<file path="config.mk">
export PLATFORM = sky130hd
export DESIGN_NAME = gb_scaler
export DESIGN_NICKNAME = d
export VERILOG_FILES = /design/src/rtl/gb_video_pkg.sv /design/src/rtl/gb_addr_gen.sv /design/src/rtl/gb_scaler.sv
export SDC_FILE = /design/constraint.sdc
export NUM_CORES = 1
export LEC_CHECK = 0
export CAP_MARGIN = 20
export CORE_ASPECT_RATIO = 0.6
export CORE_UTILIZATION = 40
export CTS_BUF_LIST = sky130_fd_sc_hd__clkbuf_4
export CTS_CLUSTER_SIZE = 16
export DETAILED_ROUTE_END_ITERATION = 8
export GPL_TIMING_DRIVEN = 0
export SYNTH_ARGS = -nofsm -noshare
export SYNTH_HDL_FRONTEND = slang
export SYNTH_HIERARCHICAL = 1
export SYNTH_SLANG_ARGS = --single-unit
</file>
<file path="constraint.sdc">
create_clock -name fbclk -period 2.7 [get_ports fbclk]
set_clock_uncertainty 0.05 [all_clocks]
set_input_delay 0.81 -clock fbclk [delete_from_list [all_inputs] [get_ports fbclk]]
set_output_delay 0.81 -clock fbclk [all_outputs]
set_load 0.05 [all_outputs]
</file>
<file path="src/rtl/gb_video_pkg.sv">
// Shared constants and types for the Game Boy scaler video path.
package gb_video_pkg;

    localparam int unsigned GB_W  = 160;
    localparam int unsigned GB_H  = 144;
    localparam int unsigned FB_AW = 15;

    // Indexed by the 2-bit shade; entry 0 is the lightest green.
    localparam logic [3:0][23:0] PALETTE = {24'h0F380F, 24'h306230, 24'h8BAC0F, 24'h9BBC0F};

    typedef enum logic [1:0] {
        PX_BORDER,
        PX_BG,
        PX_WIN
    } px_class_e;

endpackage

</file>
<file path="src/rtl/gb_addr_gen.sv">
// Incremental framebuffer address generator: each source pixel is repeated SCALE times
// horizontally and each source row SCALE times vertically, without multiply or divide.
module gb_addr_gen
    import gb_video_pkg::*;
#(
    parameter int unsigned LINE_PX = GB_W,
    parameter int unsigned SCALE   = 3,
    parameter int unsigned AW      = FB_AW
) (
    input  logic          clk_i,
    input  logic          rst_i,
    input  logic          vs_rise_i,
    input  logic          win_i,
    output logic [AW-1:0] fb_addr_o,
    output logic          fb_rd_o
);

    localparam int unsigned SW = (SCALE > 1) ? $clog2(SCALE) : 1;
    localparam int unsigned GW = $clog2(LINE_PX + 1);
    localparam logic [SW-1:0] S_LAST = SW'(SCALE - 1);

    logic [SW-1:0] sx_q, sx_d;
    logic [SW-1:0] sy_q, sy_d;
    logic [GW-1:0] gx_q, gx_d;
    logic [AW-1:0] row_base_q, row_base_d;
    logic          win_q, win_d;
    logic          line_end;

    assign line_end = win_q & ~win_i;

    always_comb begin
        sx_d       = sx_q;
        gx_d       = gx_q;
        sy_d       = sy_q;
        row_base_d = row_base_q;
        win_d      = win_i;

        // Outside the window the per-line position is held at zero, ready for the next start.
        if (!win_i || vs_rise_i) begin
            sx_d = '0;
            gx_d = '0;
        end else if (sx_q == S_LAST) begin
            sx_d = '0;
            gx_d = gx_q + 1'b1;
        end else begin
            sx_d = sx_q + 1'b1;
        end

        if (vs_rise_i) begin
            sy_d       = '0;
            row_base_d = '0;
        end else if (line_end) begin
            if (sy_q == S_LAST) begin
                sy_d       = '0;
                row_base_d = row_base_q + AW'(LINE_PX);
            end else begin
                sy_d = sy_q + 1'b1;
            end
        end
    end

    always_ff @(posedge clk_i) begin
        if (rst_i) begin
            sx_q       <= '0;
            gx_q       <= '0;
            sy_q       <= '0;
            row_base_q <= '0;
            win_q      <= 1'b0;
        end else begin
            sx_q       <= sx_d;
            gx_q       <= gx_d;
            sy_q       <= sy_d;
            row_base_q <= row_base_d;
            win_q      <= win_d;
        end
    end

    assign fb_addr_o = row_base_q + AW'(gx_q);
    assign fb_rd_o   = win_i;

endmodule

</file>
<file path="src/rtl/gb_scaler.sv">
// Scales the 160x144 Game Boy framebuffer 3x into a centred window of the active frame,
// tracking position from the sync generator and delaying timing to match the RGB pipeline.
module gb_scaler #(
    parameter int unsigned XRES   = 640,
    parameter int unsigned YRES   = 480,
    parameter int unsigned GB_W   = gb_video_pkg::GB_W,
    parameter int unsigned GB_H   = gb_video_pkg::GB_H,
    parameter int unsigned SCALE  = 3,
    parameter int unsigned X_OFF  = (XRES - GB_W * SCALE) / 2,
    parameter int unsigned Y_OFF  = (YRES - GB_H * SCALE) / 2,
    parameter logic [23:0] BG_RGB = 24'h202020
) (
    input  logic                            fbclk,
    input  logic                            rst,
    input  logic                            hs_in,
    input  logic                            vs_in,
    input  logic                            border_in,
    output logic [gb_video_pkg::FB_AW-1:0]  fb_addr,
    output logic                            fb_rd,
    input  logic [1:0]                      fb_data,
    output logic                            hs_out,
    output logic                            vs_out,
    output logic                            border_out,
    output logic [23:0]                     rgb
);

    import gb_video_pkg::*;

    localparam int unsigned XW = $clog2(XRES + 1);
    localparam int unsigned YW = $clog2(YRES + 1);
    localparam logic [XW-1:0] X_LO  = XW'(X_OFF);
    localparam logic [XW-1:0] X_HI  = XW'(X_OFF + GB_W * SCALE);
    localparam logic [YW-1:0] Y_LO  = YW'(Y_OFF);
    localparam logic [YW-1:0] Y_HI  = YW'(Y_OFF + GB_H * SCALE);
    localparam logic [YW-1:0] Y_MAX = YW'(YRES);

    logic [XW-1:0] ax_q, ax_d;
    logic [YW-1:0] ay_q, ay_d;
    logic          vs_prev_q, vs_prev_d;
    logic          border_prev_q, border_prev_d;
    logic          synced_q, synced_d;
    logic [1:0]    hs_dly_q, hs_dly_d;
    logic [1:0]    vs_dly_q, vs_dly_d;
    logic [1:0]    bd_dly_q, bd_dly_d;
    px_class_e     cls_q, cls_d;
    logic [23:0]   rgb_q, rgb_d;

    logic vs_rise;
    logic border_rise;
    logic win;

    assign vs_rise     = vs_in & ~vs_prev_q;
    assign border_rise = border_in & ~border_prev_q;
    assign win         = !border_in && synced_q
                         && (ax_q >= X_LO) && (ax_q < X_HI)
                         && (ay_q >= Y_LO) && (ay_q < Y_HI);

    always_comb begin
        vs_prev_d     = vs_in;
        border_prev_d = border_in;
        synced_d      = synced_q | vs_rise;
        ax_d          = border_in ? '0 : ax_q + 1'b1;

        // A vsync edge always wins over a coincident end-of-line.
        ay_d = ay_q;
        if (vs_rise) begin
            ay_d = '0;
        end else if (border_rise && (ay_q < Y_MAX)) begin
            ay_d = ay_q + 1'b1;
        end

        hs_dly_d = {hs_dly_q[0], hs_in};
        vs_dly_d = {vs_dly_q[0], vs_in};
        bd_dly_d = {bd_dly_q[0], border_in};

        if (border_in || !synced_q) begin
            cls_d = PX_BORDER;
        end else if (win) begin
            cls_d = PX_WIN;
        end else begin
            cls_d = PX_BG;
        end

        // fb_data lines up with cls_q: both belong to the pixel issued one cycle earlier.
        unique case (cls_q)
            PX_WIN:  rgb_d = PALETTE[fb_data];
            PX_BG:   rgb_d = BG_RGB;
            default: rgb_d = '0;
        endcase
    end

    always_ff @(posedge fbclk) begin
        if (rst) begin
            ax_q          <= '0;
            ay_q          <= '0;
            vs_prev_q     <= 1'b0;
            border_prev_q <= 1'b0;
            synced_q      <= 1'b0;
            hs_dly_q      <= '0;
            vs_dly_q      <= '0;
            bd_dly_q      <= '0;
            cls_q         <= PX_BORDER;
            rgb_q         <= '0;
        end else begin
            ax_q          <= ax_d;
            ay_q          <= ay_d;
            vs_prev_q     <= vs_prev_d;
            border_prev_q <= border_prev_d;
            synced_q      <= synced_d;
            hs_dly_q      <= hs_dly_d;
            vs_dly_q      <= vs_dly_d;
            bd_dly_q      <= bd_dly_d;
            cls_q         <= cls_d;
            rgb_q         <= rgb_d;
        end
    end

    gb_addr_gen #(
        .LINE_PX (GB_W),
        .SCALE   (SCALE),
        .AW      (FB_AW)
    ) u_addr_gen (
        .clk_i     (fbclk),
        .rst_i     (rst),
        .vs_rise_i (vs_rise),
        .win_i     (win),
        .fb_addr_o (fb_addr),
        .fb_rd_o   (fb_rd)
    );

    assign hs_out     = hs_dly_q[1];
    assign vs_out     = vs_dly_q[1];
    assign border_out = bd_dly_q[1];
    assign rgb        = rgb_q;

endmodule

</file>
==> run metrics <==
First DRT Iteration DRCs=~110; Critical Path AT=2.02 ns; routed len/inst=about 12 µm; multi-input logic area=around 1600 µm²; gate count after technology mapping=around 320; power per cell area=432 nW/µm²; die area=between 7000 and 8000 µm²; Tot Pwr=between 1.5 and 2 mW; top_reg_cell synth=dfxtp_1; WL final=around 5800 µm; die height=approximately 68 µm; Post-DRT Antenna Nets=0; HP Class=reg2reg; Via density=4.97; gpl congestion=0.750; startpoint types=flop; Port Buf Inserts=45; Die X=~110 µm; fin nets=a little over 400; Pre-Repair DR Iteration Count=4; Root Buffer=clkbuf_4; commonest non-fill, non-tap cell in the layout=dfxtp_1; Slew Viols, Final=0; Core Util, Final=0.570; Yosys top cell by area=dfxtp_1; clk_lat worst skew=0.41 ns; final setup fails=5; Layout fillers=632; worst setup margin=-0.177 ns; Leak=~1.6 nW; number of enable flip-flop cells after synthesis=0; GR Overflow Total=0; outcome=complete, but fails checks; actual slew at the worst max-slew pin=0.537 ns; H-tree Lvls=3; P&R area growth vs syn=33.9%; asr flop ratio synth=0; CTS Buffer Depth=2; largest net degree at the start of global routing=13; Yosys top cell area share=0.404; Initial Util=0.426; failing checks=setup timing; post-synthesis sequential area ratio=0.404; maxcap violations=0; non-filler cells in the finished layout=just under 500; Ports=50; FF/Latch Area=around 1200 µm²; Global Route Usage Sum=0.163; CP required=approximately 1.8 ns; Relative slew margins=0.641; Placed Cells incl. Taps=between 400 and 500; RSZ-0062 raised after global routing=true; fraction of layout cells with a size suffix above 1=0.242; Max Fclk=between 300 and 400 MHz; Setup CP Type=reg2out; worst vdd ir=~330 µV; Synth area leaders=dfxtp_1 (40%), ha_1 (6.4%), buf_4 (6.2%); syn_area_per_cell=between 9 and 10 µm²; pre-CTS setup slack=-1.30 ns; Yosys warning count=6; first-pass GRT wire length=9670 µm; final hold vios=0; vias after detailed routing=roughly 2400; most frequent cells in the layout=dfxtp_1 (49), buf_4 (36), a21oi_1 (28); initial antenna violation count=0; hpwl dp=4180 µm; diode count=0; Tmin final=2.88 ns; Residual DRC=0; clock-pin slew on the worst setup and hold paths=around 0.10 ns; crit end category=output port; FP Rows=23; CTS Buf Count=9; Netlist cell types=45; CP max FO=3; Tcrit/Tclk final=1.07; R2R setup slack=0.50 ns; Seq cells post-synth=59; clock sink count=59; number of global-route vias before repair=~2100; CORE AREA=between 6000 and 7000 µm²; TritonCTS clock tree=built; Cell Area, Synth=a little under 3000 µm²
==> what timing repair did <==
item                       CTS  global route
hold buffers                 0             0
pin swaps                    5             5
gates cloned                 0             0
setup endpoints to repair   18            13
gates resized for setup     98            17
setup buffers                6             3
==> sequential cells by signal (all words and copies together) (netlist names) <==
register               cells
u_addr_gen/sx_q            2
u_addr_gen/row_base_q     10
ax_q                      10
synced_q                   1
rgb                        8
u_addr_gen/gx_q            8
hs_dly_q                   2
cls_q                      2
bd_dly_q                   2
ay_q                       9
u_addr_gen/win_q           1
vs_dly_q                   2
u_addr_gen/sy_q            2
==> stage by stage <==
stage	setup TNS, ns	area [µm²]	hold WS [ns]
6_report	-0.638	3920	0.369
4_1_cts	-0.689	3840	0.373
3_3_place_gp	-9.73	3540	0.361
5_1_grt	-1.26	3920	0.415
2_1_floorplan	-0.0220	2980	0.347
3_5_place_dp	-9.48	3540	0.357
==> layer usage <==
| metal | part of all wire | wire length [µm] | GRT usage |
|---|---|---|---|
| met5 | 0 | 0 | 0 |
| met4 | 0.0090 | 52 | 0.0550 |
| met3 | 0.060 | 346 | 0.0682 |
| met2 | 0.39 | 2290 | 0.224 |
| met1 | 0.54 | 3120 | 0.227 |
==> worst paths after layout <==
kind	startpoint	endpoint	cells past startpoint
hold / removal	u_addr_gen/sx_q[0]$_SDFF_PP0_	u_addr_gen/sx_q[0]$_SDFF_PP0_	1
setup / recovery	u_addr_gen/gx_q[5]$_SDFFE_PP0P_	fb_addr[11]	7
hold reg to reg	u_addr_gen/sx_q[0]$_SDFF_PP0_	u_addr_gen/sx_q[0]$_SDFF_PP0_	1
setup reg to reg	ay_q[6]$_SDFFE_PP0P_	u_addr_gen/row_base_q[12]$_SDFFE_PP0P_	8
==> cells in the mapped netlist, types with 4 or more instances <==
cell type  number
nand4_1         7
or3_1          14
nor3_1          9
xor2_1          7
nand2_1        12
o21ai_0        12
a21oi_1        28
ha_1           15
buf_4          24
nor2_1         21
or4_1          10
mux2i_1         6
clkbuf_1        4
inv_1          20
nor2b_1        11
o31ai_1        10
nand2b_1        4
xnor2_1         9
dfxtp_1        59
nand3_1         7
==> where the power goes <==
part           internal (mW)  total (mW)  switching [mW]
logic                 0.0292      0.0804          0.0512
clock network          0.381       0.731           0.351
registers              0.874       0.879         0.00486
total                   1.28        1.69           0.407
==> kinds of logic (layout without fill, tap and decap cells) <==
kind of cell | Yosys count | count (layout) | synth area share
other cells | 1 | 4 | 0.00128
xor+xnor | 16 | 16 | 0.0479
simple gates | 112 | 112 | 0.224
mux | 6 | 6 | 0.0205
buf+inv | 51 | 121 | 0.102
flops | 59 | 59 | 0.404
compound gates | 63 | 63 | 0.130
fa+ha+maj | 16 | 16 | 0.0710
==> worst max-delay path, cell delays in order (launching register included) <==
cell and delay [ns]:
dfxtp_2 0.37, ha_4 0.15, inv_2 0.04, fa_2 0.36, nor2b_4 0.18, o2111ai_2 0.15
xnor2_2 0.19, buf_6 0.17
==> cell type report <==
class	instances	share of cell area
buffer	31	0.0569
clock buffer	9	0.0172
clock inverter	7	0.0256
inverter	20	0.0192
multi-input combinational	217	0.415
sequential	59	0.307
tap	87	0.0278
timing repair buffer	54	0.131
Power figures use the tool's default switching activity.
